===== src/rtl/rv32i_encoder_if.sv =====
// Operation stream in, instruction-word stream out, both valid/ready.
// The encoder sits on the slave side; the producer/consumer sits on the master side.
interface rv32i_encoder_if #(
    parameter int ADDR_W = 32
);
    logic              in_valid;
    logic              in_ready;
    logic [3:0]        in_op;
    logic [2:0]        in_funct3;
    logic              in_alt;
    logic [4:0]        in_rd;
    logic [4:0]        in_rs1;
    logic [4:0]        in_rs2;
    logic [31:0]       in_imm;
    logic              out_valid;
    logic              out_ready;
    logic [31:0]       out_instr;
    logic [ADDR_W-1:0] out_addr;

    modport master (
        output in_valid, in_op, in_funct3, in_alt, in_rd, in_rs1, in_rs2, in_imm, out_ready,
        input  in_ready, out_valid, out_instr, out_addr
    );

    modport slave (
        input  in_valid, in_op, in_funct3, in_alt, in_rd, in_rs1, in_rs2, in_imm, out_ready,
        output in_ready, out_valid, out_instr, out_addr
    );
endinterface


===== src/rtl/rv32i_encoder.sv =====
// RV32I encoder: abstract ops in, addressed instruction words out; LI expansion when RV32I_ENC_LI_EN is defined.
// Latency: op accepted in cycle N is on out_* in cycle N+1; one word per cycle (LI above 12 bits takes two).
// Backpressure: one output register; in_ready when empty or draining, never while an LI's LUI is held.
module rv32i_encoder #(
    parameter int                ADDR_W    = 32,
    parameter logic [ADDR_W-1:0] BASE_ADDR = '0
) (
    input  logic           clk,
    input  logic           rst_n,
    rv32i_encoder_if.slave bus,
    input  logic           addr_load,
    output logic           err,
    input  logic           err_clr
);
    localparam logic [31:0] NOP = 32'h0000_0013;

    localparam logic [3:0] OP_LUI    = 4'd0;
    localparam logic [3:0] OP_AUIPC  = 4'd1;
    localparam logic [3:0] OP_JAL    = 4'd2;
    localparam logic [3:0] OP_JALR   = 4'd3;
    localparam logic [3:0] OP_BRANCH = 4'd4;
    localparam logic [3:0] OP_LOAD   = 4'd5;
    localparam logic [3:0] OP_STORE  = 4'd6;
    localparam logic [3:0] OP_OPIMM  = 4'd7;
    localparam logic [3:0] OP_OP     = 4'd8;
    localparam logic [3:0] OP_FENCE  = 4'd9;
    localparam logic [3:0] OP_ECALL  = 4'd10;
    localparam logic [3:0] OP_EBREAK = 4'd11;

`ifdef RV32I_ENC_LI_EN
    localparam logic [3:0] OP_LI     = 4'd12;
    typedef enum logic [1:0] {EMPTY, FULL, LI_HI, LI_LO} state_t;
`else
    typedef enum logic [0:0] {EMPTY, FULL} state_t;
`endif

    state_t            state;
    logic              valid_q;
    logic [31:0]       instr_q;
    logic [ADDR_W-1:0] addr_q;
    logic              in_ready;
    logic              accept;
    logic              fire_out;

    logic [4:0]  rd, rs1, rs2;
    logic [2:0]  f3;
    logic [31:0] imm;
    logic        fits_i, fits_b, fits_j, fits_sh, lo_zero;
    logic [31:0] enc_word;
    logic        enc_err;

    assign rd  = bus.in_rd;
    assign rs1 = bus.in_rs1;
    assign rs2 = bus.in_rs2;
    assign f3  = bus.in_funct3;
    assign imm = bus.in_imm;

    // Signed range checks: every bit above the field's sign bit must equal it.
    assign fits_i  = (imm[31:11] == {21{imm[11]}});
    assign fits_b  = (imm[31:12] == {20{imm[12]}}) && !imm[0];
    assign fits_j  = (imm[31:20] == {12{imm[20]}}) && !imm[0];
    assign fits_sh = (imm[31:5] == '0);
    assign lo_zero = (imm[11:0] == '0);

`ifdef RV32I_ENC_LI_EN
    logic [19:0] li_hi;
    logic [31:0] enc_lo_word;
    logic        enc_two;
    logic [31:0] pend_q;
    // ADDI sign-extends its 12 bits, so the upper part is rounded up when bit 11 is set.
    assign li_hi = imm[31:12] + {19'd0, imm[11]};
`endif

    always_comb begin
        enc_word = NOP;
        enc_err  = 1'b0;
`ifdef RV32I_ENC_LI_EN
        enc_lo_word = NOP;
        enc_two     = 1'b0;
`endif
        case (bus.in_op)
            OP_LUI: begin
                enc_word = {imm[31:12], rd, 7'b0110111};
                enc_err  = !lo_zero;
            end
            OP_AUIPC: begin
                enc_word = {imm[31:12], rd, 7'b0010111};
                enc_err  = !lo_zero;
            end
            OP_JAL: begin
                enc_word = {imm[20], imm[10:1], imm[11], imm[19:12], rd, 7'b1101111};
                enc_err  = !fits_j;
            end
            OP_JALR: begin
                enc_word = {imm[11:0], rs1, 3'b000, rd, 7'b1100111};
                enc_err  = !fits_i;
            end
            OP_BRANCH: begin
                enc_word = {imm[12], imm[10:5], rs2, rs1, f3, imm[4:1], imm[11], 7'b1100011};
                enc_err  = !fits_b || (f3 == 3'b010) || (f3 == 3'b011);
            end
            OP_LOAD: begin
                enc_word = {imm[11:0], rs1, f3, rd, 7'b0000011};
                enc_err  = !fits_i || (f3 == 3'b011) || (f3[2:1] == 2'b11);
            end
            OP_STORE: begin
                enc_word = {imm[11:5], rs2, rs1, f3, imm[4:0], 7'b0100011};
                enc_err  = !fits_i || (f3 > 3'b010);
            end
            OP_OPIMM: begin
                if (f3 == 3'b001 || f3 == 3'b101) begin
                    enc_word = {1'b0, bus.in_alt, 5'b0, imm[4:0], rs1, f3, rd, 7'b0010011};
                    enc_err  = !fits_sh;
                end else begin
                    enc_word = {imm[11:0], rs1, f3, rd, 7'b0010011};
                    enc_err  = !fits_i;
                end
            end
            OP_OP:     enc_word = {1'b0, bus.in_alt, 5'b0, rs2, rs1, f3, rd, 7'b0110011};
            OP_FENCE:  enc_word = 32'h0FF0_000F;
            OP_ECALL:  enc_word = 32'h0000_0073;
            OP_EBREAK: enc_word = 32'h0010_0073;
`ifdef RV32I_ENC_LI_EN
            OP_LI: begin
                if (fits_i) begin
                    enc_word = {imm[11:0], 5'd0, 3'b000, rd, 7'b0010011};
                end else if (lo_zero) begin
                    enc_word = {imm[31:12], rd, 7'b0110111};
                end else begin
                    enc_word    = {li_hi, rd, 7'b0110111};
                    enc_lo_word = {imm[11:0], rd, 3'b000, rd, 7'b0010011};
                    enc_two     = 1'b1;
                end
            end
`endif
            default: enc_err = 1'b1;
        endcase
        if (enc_err) begin
            enc_word = NOP;
`ifdef RV32I_ENC_LI_EN
            enc_two  = 1'b0;
`endif
        end
    end

`ifdef RV32I_ENC_LI_EN
    assign in_ready = (state == EMPTY) || (((state == FULL) || (state == LI_LO)) && bus.out_ready);
`else
    assign in_ready = (state == EMPTY) || ((state == FULL) && bus.out_ready);
`endif
    assign accept   = bus.in_valid && in_ready;
    assign fire_out = valid_q && bus.out_ready;

    assign bus.in_ready  = in_ready;
    assign bus.out_valid = valid_q;
    assign bus.out_instr = instr_q;
    assign bus.out_addr  = addr_q;

    always_ff @(posedge clk or negedge rst_n) begin
        if (!rst_n) begin
            state   <= EMPTY;
            valid_q <= 1'b0;
            instr_q <= '0;
            addr_q  <= BASE_ADDR;
            err     <= 1'b0;
`ifdef RV32I_ENC_LI_EN
            pend_q  <= '0;
`endif
        end else begin
            // The address register always names the word on (or next onto) the output.
            if (addr_load) begin
                addr_q <= BASE_ADDR;
            end else if (fire_out) begin
                addr_q <= addr_q + ADDR_W'(4);
            end

            if (accept && enc_err) begin
                err <= 1'b1;
            end else if (err_clr) begin
                err <= 1'b0;
            end

            case (state)
`ifdef RV32I_ENC_LI_EN
                LI_HI: begin
                    if (bus.out_ready) begin
                        instr_q <= pend_q;
                        state   <= LI_LO;
                    end
                end
`endif
                default: begin
                    if (accept) begin
                        instr_q <= enc_word;
                        valid_q <= 1'b1;
`ifdef RV32I_ENC_LI_EN
                        pend_q  <= enc_lo_word;
                        state   <= enc_two ? LI_HI : FULL;
`else
                        state   <= FULL;
`endif
                    end else if (fire_out) begin
                        valid_q <= 1'b0;
                        state   <= EMPTY;
                    end
                end
            endcase
        end
    end
endmodule


===== src/flat_wrapper.sv =====
// flat-port wrapper written by rule: the top's interface ports become plain ports
module rv32i_encoder_flat 
#(
    parameter int                ADDR_W    = 32,
    parameter logic [ADDR_W-1:0] BASE_ADDR = '0
)
  (clk, rst_n, addr_load, err, err_clr, bus_in_valid, bus_in_op, bus_in_funct3, bus_in_alt, bus_in_rd, bus_in_rs1, bus_in_rs2, bus_in_imm, bus_out_ready, bus_in_ready, bus_out_valid, bus_out_instr, bus_out_addr);
  rv32i_encoder_if #(.ADDR_W(ADDR_W)) bus_i ();
  input  logic clk;
  input  logic rst_n;
  input  logic addr_load;
  output logic err;
  input  logic err_clr;
  input wire logic [$bits(bus_i.in_valid)-1:0] bus_in_valid;
  input wire logic [$bits(bus_i.in_op)-1:0] bus_in_op;
  input wire logic [$bits(bus_i.in_funct3)-1:0] bus_in_funct3;
  input wire logic [$bits(bus_i.in_alt)-1:0] bus_in_alt;
  input wire logic [$bits(bus_i.in_rd)-1:0] bus_in_rd;
  input wire logic [$bits(bus_i.in_rs1)-1:0] bus_in_rs1;
  input wire logic [$bits(bus_i.in_rs2)-1:0] bus_in_rs2;
  input wire logic [$bits(bus_i.in_imm)-1:0] bus_in_imm;
  input wire logic [$bits(bus_i.out_ready)-1:0] bus_out_ready;
  output wire logic [$bits(bus_i.in_ready)-1:0] bus_in_ready;
  output wire logic [$bits(bus_i.out_valid)-1:0] bus_out_valid;
  output wire logic [$bits(bus_i.out_instr)-1:0] bus_out_instr;
  output wire logic [$bits(bus_i.out_addr)-1:0] bus_out_addr;
  assign bus_i.in_valid = bus_in_valid;
  assign bus_i.in_op = bus_in_op;
  assign bus_i.in_funct3 = bus_in_funct3;
  assign bus_i.in_alt = bus_in_alt;
  assign bus_i.in_rd = bus_in_rd;
  assign bus_i.in_rs1 = bus_in_rs1;
  assign bus_i.in_rs2 = bus_in_rs2;
  assign bus_i.in_imm = bus_in_imm;
  assign bus_i.out_ready = bus_out_ready;
  assign bus_in_ready = bus_i.in_ready;
  assign bus_out_valid = bus_i.out_valid;
  assign bus_out_instr = bus_i.out_instr;
  assign bus_out_addr = bus_i.out_addr;
  rv32i_encoder #(.ADDR_W(ADDR_W), .BASE_ADDR(BASE_ADDR)) u_core (.clk(clk), .rst_n(rst_n), .bus(bus_i), .addr_load(addr_load), .err(err), .err_clr(err_clr));
endmodule

===== config.mk =====
export PLATFORM = sky130hd
export DESIGN_NAME = rv32i_encoder_flat
export DESIGN_NICKNAME = d
export VERILOG_FILES = /design/src/rtl/rv32i_encoder_if.sv /design/src/rtl/rv32i_encoder.sv /design/src/flat_wrapper.sv
export SDC_FILE = /design/constraint.sdc
export NUM_CORES = 1
export LEC_CHECK = 0
export ABC_AREA = 1
export CAP_MARGIN = 20
export CORE_MARGIN = 3
export CORE_UTILIZATION = 43
export CTS_CLUSTER_SIZE = 30
export DETAILED_ROUTE_END_ITERATION = 8
export PLACE_DENSITY_LB_ADDON = 0.3
export SYNTH_ARGS = -nofsm -noshare
export SYNTH_HDL_FRONTEND = slang
export SYNTH_SLANG_ARGS = --single-unit

===== constraint.sdc =====
create_clock -name clk -period 1.45 [get_ports clk]
set_input_delay 0.145 -clock clk [delete_from_list [all_inputs] [get_ports clk]]
set_output_delay 0.145 -clock clk [all_outputs]
set_load 0.01 [all_outputs]

Yosys cells after proc, flatten, opt, wreduce, memory -nomap -nowiden
Index checks and enable logic that the tools add are counted.

storage, ports and cells
  bits in registers = 66
  output and inout port bits = 67
  word-level logic and storage cells = 63

cells by class
  $add $sub $neg = 1
  order comparisons = 1
  eq/ne operators = 19
  mux-type cells = 11
  bitwise logic cells = 1
  reduce and logical (&&, ||, !) cells = 26

operators with widths
  cell                   number
  $pmux 32 s12           1
  $mux 32                4
  $add 32x3->32 const B  1
  $logic_not 27->1       1
  $eq 20x20->1           1
  $eq 19x19->1           1
  $eq 4x3->1 const B     4
  $eq 4x4->1 const B     4
  $logic_not 12->1       1
  $eq 11x11->1           1
  $eq 4x2->1 const B     2
  $pmux 1 s8             1
  $logic_or 1x1->1       7
  $eq 3x2->1 const B     2
  $logic_not 1->1        6
  $reduce_bool 2->1      3
  $logic_and 1x1->1      5
  $mux 1                 5
  $eq 4x1->1 const B     1
  $logic_not 4->1        1
  $reduce_or 4->1        1
  $eq 3x1->1 const B     1
  $eq 3x3->1 const B     1
  $gt 3x2->1 const B     1
  3 further kinds        3

Longest topological paths before layout
  depth in word-level cells = 8
  mapped depth = 14

Least setup slack after synthesis
OpenSTA, ideal clock, no wires.

  path kind = register to register
  from = reg u_core.addr_q[2] (netlist: u_core.bus.out_addr[2])
  to = reg u_core.addr_q[22] (netlist: u_core.bus.out_addr[22])
  setup time = 121 ps
  data arrival time = 1,553 ps
  setup slack = -224 ps
  stages on the path, launching flop included = 11
  path buffers = 0
  cell sequence = dfrtp_1 -> ha_1 -> inv_1 -> nor3_2 -> nand3_2 -> nor2_4 -> nand2_1 -> nor2_2 -> nand2_1 -> o21ai_1 -> a21oi_1

on the way
  longest elaborated chain between the ends = 3

ends and longest elaborated chain
  what                    RTL line              source
  start, declared         rv32i_encoder.sv:40   logic [ADDR_W-1:0] addr_q;
  start signal, assigned  rv32i_encoder.sv:174  addr_q <= addr_q + ADDR_W'(4);
  $add 32x3->32           rv32i_encoder.sv:174
  $mux 32                 rv32i_encoder.sv:173  end else if (fire_out) begin
  $mux 32                 rv32i_encoder.sv:171  if (addr_load) begin

No other way between the ends. The select of a mux whose other input is x is not followed.
A chain may end at the register's enable or synchronous reset.

Worst setup path after layout
  from = reg u_core.addr_q[2] (netlist: u_core.bus.out_addr[2])
  to = reg u_core.addr_q[23] (netlist: u_core.bus.out_addr[23])

The elaborated chain is that of the path after synthesis.

==> results.sh <==
export IMPL_status="finished, violations left"
export IMPL_violations="setup timing"
export IMPL_final_cells=1083
export IMPL_critical_path_class="reg -> reg"
export IMPL_syn_cell_area_um2=4300
export IMPL_critical_path_buf_inv_count=2
export IMPL_seq_area_frac_synth_pct=36.6
export IMPL_io_pins=128
export IMPL_critical_path_top_delay_family="simple AND/OR/NAND/NOR gates"
export IMPL_fin_crit_ns=1.83
export IMPL_r2r_slack_ns=-0.38
export IMPL_dp_cells=1012
export IMPL_antenna_found_initial=0
export IMPL_htreeDepth=3
export IMPL_drv_slew=0
export IMPL_die_area_um2=11200
export IMPL_die_w_um=106
export IMPL_switching_share_pct=31.2
export IMPL_layout_drive_gt1_share_pct=39.7
export IMPL_row_count=35
export IMPL_grt_pass1_wl_um=28900
export IMPL_clock_sinks=63
export IMPL_synth_top_cells_by_area="dfrtp_1, nand2_1, nor2_1, nand3_1, inv_1"
export IMPL_skew_ns=0.0272
export IMPL_crit_chain="buf_4, nand3_4, nor2_8, buf_4, nand2_2, nor2_4, nand4_1, nor3_2, nand2_1, nand2_1, nor2_1"
export IMPL_post_route_util_pct=82.6
export IMPL_setup_ws_ns=-0.385
export IMPL_grt_max_degree=53
export IMPL_routed_via_density=5.75
export IMPL_crit_fanout=3
export IMPL_p_int_uw=3630
export IMPL_drc=0
export IMPL_portBuffers=125
export IMPL_ys_types=46
export IMPL_drt_iter0_drc=858
export IMPL_combPwrFrac_pct=29.2
export IMPL_cp_arrival_ns=2.10
export IMPL_period_share_pct=127
export IMPL_synth_top_area_share_pct=36.6
export IMPL_clock_path_buffers=2
export IMPL_synth_top_area_cell="dfrtp_1"
export IMPL_p_seq_share_pct=36.5
export IMPL_initial_utilization_pct=45.3
export IMPL_cp_startpoint="u_core.bus.out_addr[2]"
export IMPL_ys_warnings_count=0
export IMPL_hold_path_class="in -> async"
export IMPL_ir_drop_v=0.000623
export IMPL_root_buffer="clkbuf_8"
export IMPL_p_sw_uw=1650
export IMPL_routedWlPerCell_um=18.7
export IMPL_end_kind="flip-flop"
export IMPL_r2r_start="u_core.bus.out_addr[2]"
export IMPL_fillers=564
export IMPL_first_global_vias=5800
export IMPL_hpwl_um=12100
export IMPL_cts_made_buffers=9
export IMPL_power_uw=5280
export IMPL_cts_tree="built"
export IMPL_clkPwrFrac_pct=34.3
export IMPL_critPathMaxStageDelay_ns=0.40
export IMPL_grtUsageTotal_pct=32.0
export IMPL_avgSynthCellArea_um2=6.66
export IMPL_fin_nets=1012
export IMPL_synth_seq_cells=63
export IMPL_num_vias=6224
export IMPL_whs_ns=0.205
export IMPL_grt_ovfl_total=0
export IMPL_r2r_end="u_core.bus.out_addr[23]"
export IMPL_power_density_nw_per_um2=673
export IMPL_firstDrtPassIters=7
export IMPL_synth_ff_type="dfrtp_1"
export IMPL_path_depth=11
export IMPL_finalHoldViolations=0
export IMPL_power_leakage_uw=0.00403
export IMPL_yosysMostFrequentCell="nand2_1"
export IMPL_syn_inst=646
export IMPL_area_delta_synth_final_pct=82.3
export IMPL_synth_common_cells="nand2_1, nor2_1, dfrtp_1, inv_1, nand3_1"
export IMPL_clk_latency_ns=0.37
export IMPL_num_antenna_cells=0
export IMPL_dieHeight_um=106
export IMPL_synth_edf_count=0
export IMPL_gp_congestion=1.00
export IMPL_core_um2=9500
export IMPL_dp_slack_ns=-0.668
export IMPL_clock_fmax_ghz=0.545
export IMPL_ys_async_sr_fraction_pct=100
export IMPL_reg2reg_depth=11
export IMPL_clk_pin_slew_ns=0.10
export IMPL_maxCapViolCount=0
export IMPL_drtAntennaViolNets=0
export IMPL_critPathCapture="u_core.bus.out_addr[23]"
export IMPL_cp_required_ns=1.72
export IMPL_rsz0062_at_grt="true"
export IMPL_critPathLaunchType="flip-flop"
export IMPL_critPathSlowestCell="dfrtp_1"
export IMPL_setup_viol=25
export IMPL_totalWireLength_um=20200
## power by group through the flow
stage / combinational (uW) / sequential, uW / clock, uW
6_report: 1540 / 1930 / 1810
5_1_grt: 1630 / 1940 / 1860
4_1_cts: 1420 / 1920 / 1750
3_5_place_dp: 1240 / 1950 / 0
3_3_place_gp: 1220 / 1950 / 0
2_1_floorplan: 434 / 1990 / 0
## layout by cell type, fill, tap and decap left out, types with 3 or more instances in the layout
master           synthesis  final
a21oi_1                 23     18
a21oi_2                  1      5
a22oi_1                  7      7
a31oi_1                  4      3
a32oi_1                  5      5
a41oi_2                  0      3
buf_12                   0      5
buf_16                   0      3
buf_2                    6      7
buf_4                    5    167
buf_6                    3     19
clkbuf_2                 0     19
clkbuf_8                 0     10
clkdlybuf4s15_1          0      7
clkdlybuf4s50_1          0     54
dfrtp_1                 63     59
dfrtp_2                  0      4
dlygate4sd2_1            0     17
dlymetal6s2s_1           0     10
inv_1                   63     45
inv_2                    3     17
inv_4                    1      3
nand2_1                211    184
nand2_2                  1     23
nand2_4                  1      6
nand3_1                 55     37
nand3_2                  1     16
nand3_4                  0      3
nand3b_1                 9      9
nand4_1                 15     15
nor2_1                  92     63
nor2_2                   2     14
nor2_4                   4     21
nor3_1                  10      5
nor3_2                   3      4
nor3_4                   0      4
o21ai_0                 21     14
o21ai_1                  3      8
o21ai_2                  1      3
## final cells by class
cell class / instances / area (um^2) / area share, %
clock buffer: 11 / 141 / 1.80
clock inverter: 5 / 81.3 / 1.04
inverter: 69 / 289 / 3.68
multi-input combinational: 495 / 2890 / 36.8
sequential: 63 / 1580 / 20.2
timing repair buffer: 311 / 2700 / 34.4
tap: 129 / 161 / 2.06
## how the worst min path moves through the flow
stage / cells after the start / start / endpoint
5_1_grt: 5 / bus_in_imm[10] / u_core.bus.out_instr[30]
4_1_cts: 2 / rst_n / u_core.bus.out_instr[20]
6_report: 2 / rst_n / u_core.bus.out_instr[20]
3_5_place_dp: 1 / rst_n / u_core.bus.out_instr[20]
2_1_floorplan: 0 / rst_n / u_core.bus.out_addr[10]
3_3_place_gp: 1 / rst_n / u_core.bus.out_instr[1]
## cell families (layout without fill, tap and decap cells)
family          count (synthesis)  count (layout)  synth area share, %
fa+ha+maj                       2               2                0.581
flops                          63              63                 36.6
xor+xnor                        2               2                0.407
compound gates                 77              77                 11.0
buf+inv                        89             396                 9.07
simple gates                  412             412                 42.2
other cells                     1               2               0.0871
## layer usage
layer | track usage (%) | up-vias | wire length (um)
met5 | 0 | - | 0
met4 | 11.1 | 0 | 996
met3 | 6.31 | 129 | 2180
met2 | 51.5 | 533 | 9270
met1 | 43.1 | 2848 | 7770
li1 | - | 2714 | -
## registers in the layout, indices dropped and copies added (netlist names)
register / flops
u_core.bus.out_addr: 30
u_core.state: 1
u_core.err: 1
u_core.bus.out_instr: 31
## metrics by stage
stage	setup TNS (ns)	cell area [um^2]
after floorplan	-0.644	4350
after global placement	-24.28	6670
after detailed placement	-25.74	6670
after CTS	-2.62	7430
after global routing	-7.64	7850
final	-5.00	7850
## timing repair
| item | 4_1_cts | 5_1_grt |
|---|---|---|
| setup buffers | 31 | 27 |
| gates cloned | 6 | 0 |
| endpoints found under the setup margin | 83 | 72 |
| hold buffers | 1 | 0 |
| gates resized for setup | 174 | 182 |
| hold endpoints to repair | 11 | 0 |
| pin swaps | 49 | 82 |
(Power assumes the default switching activity.)
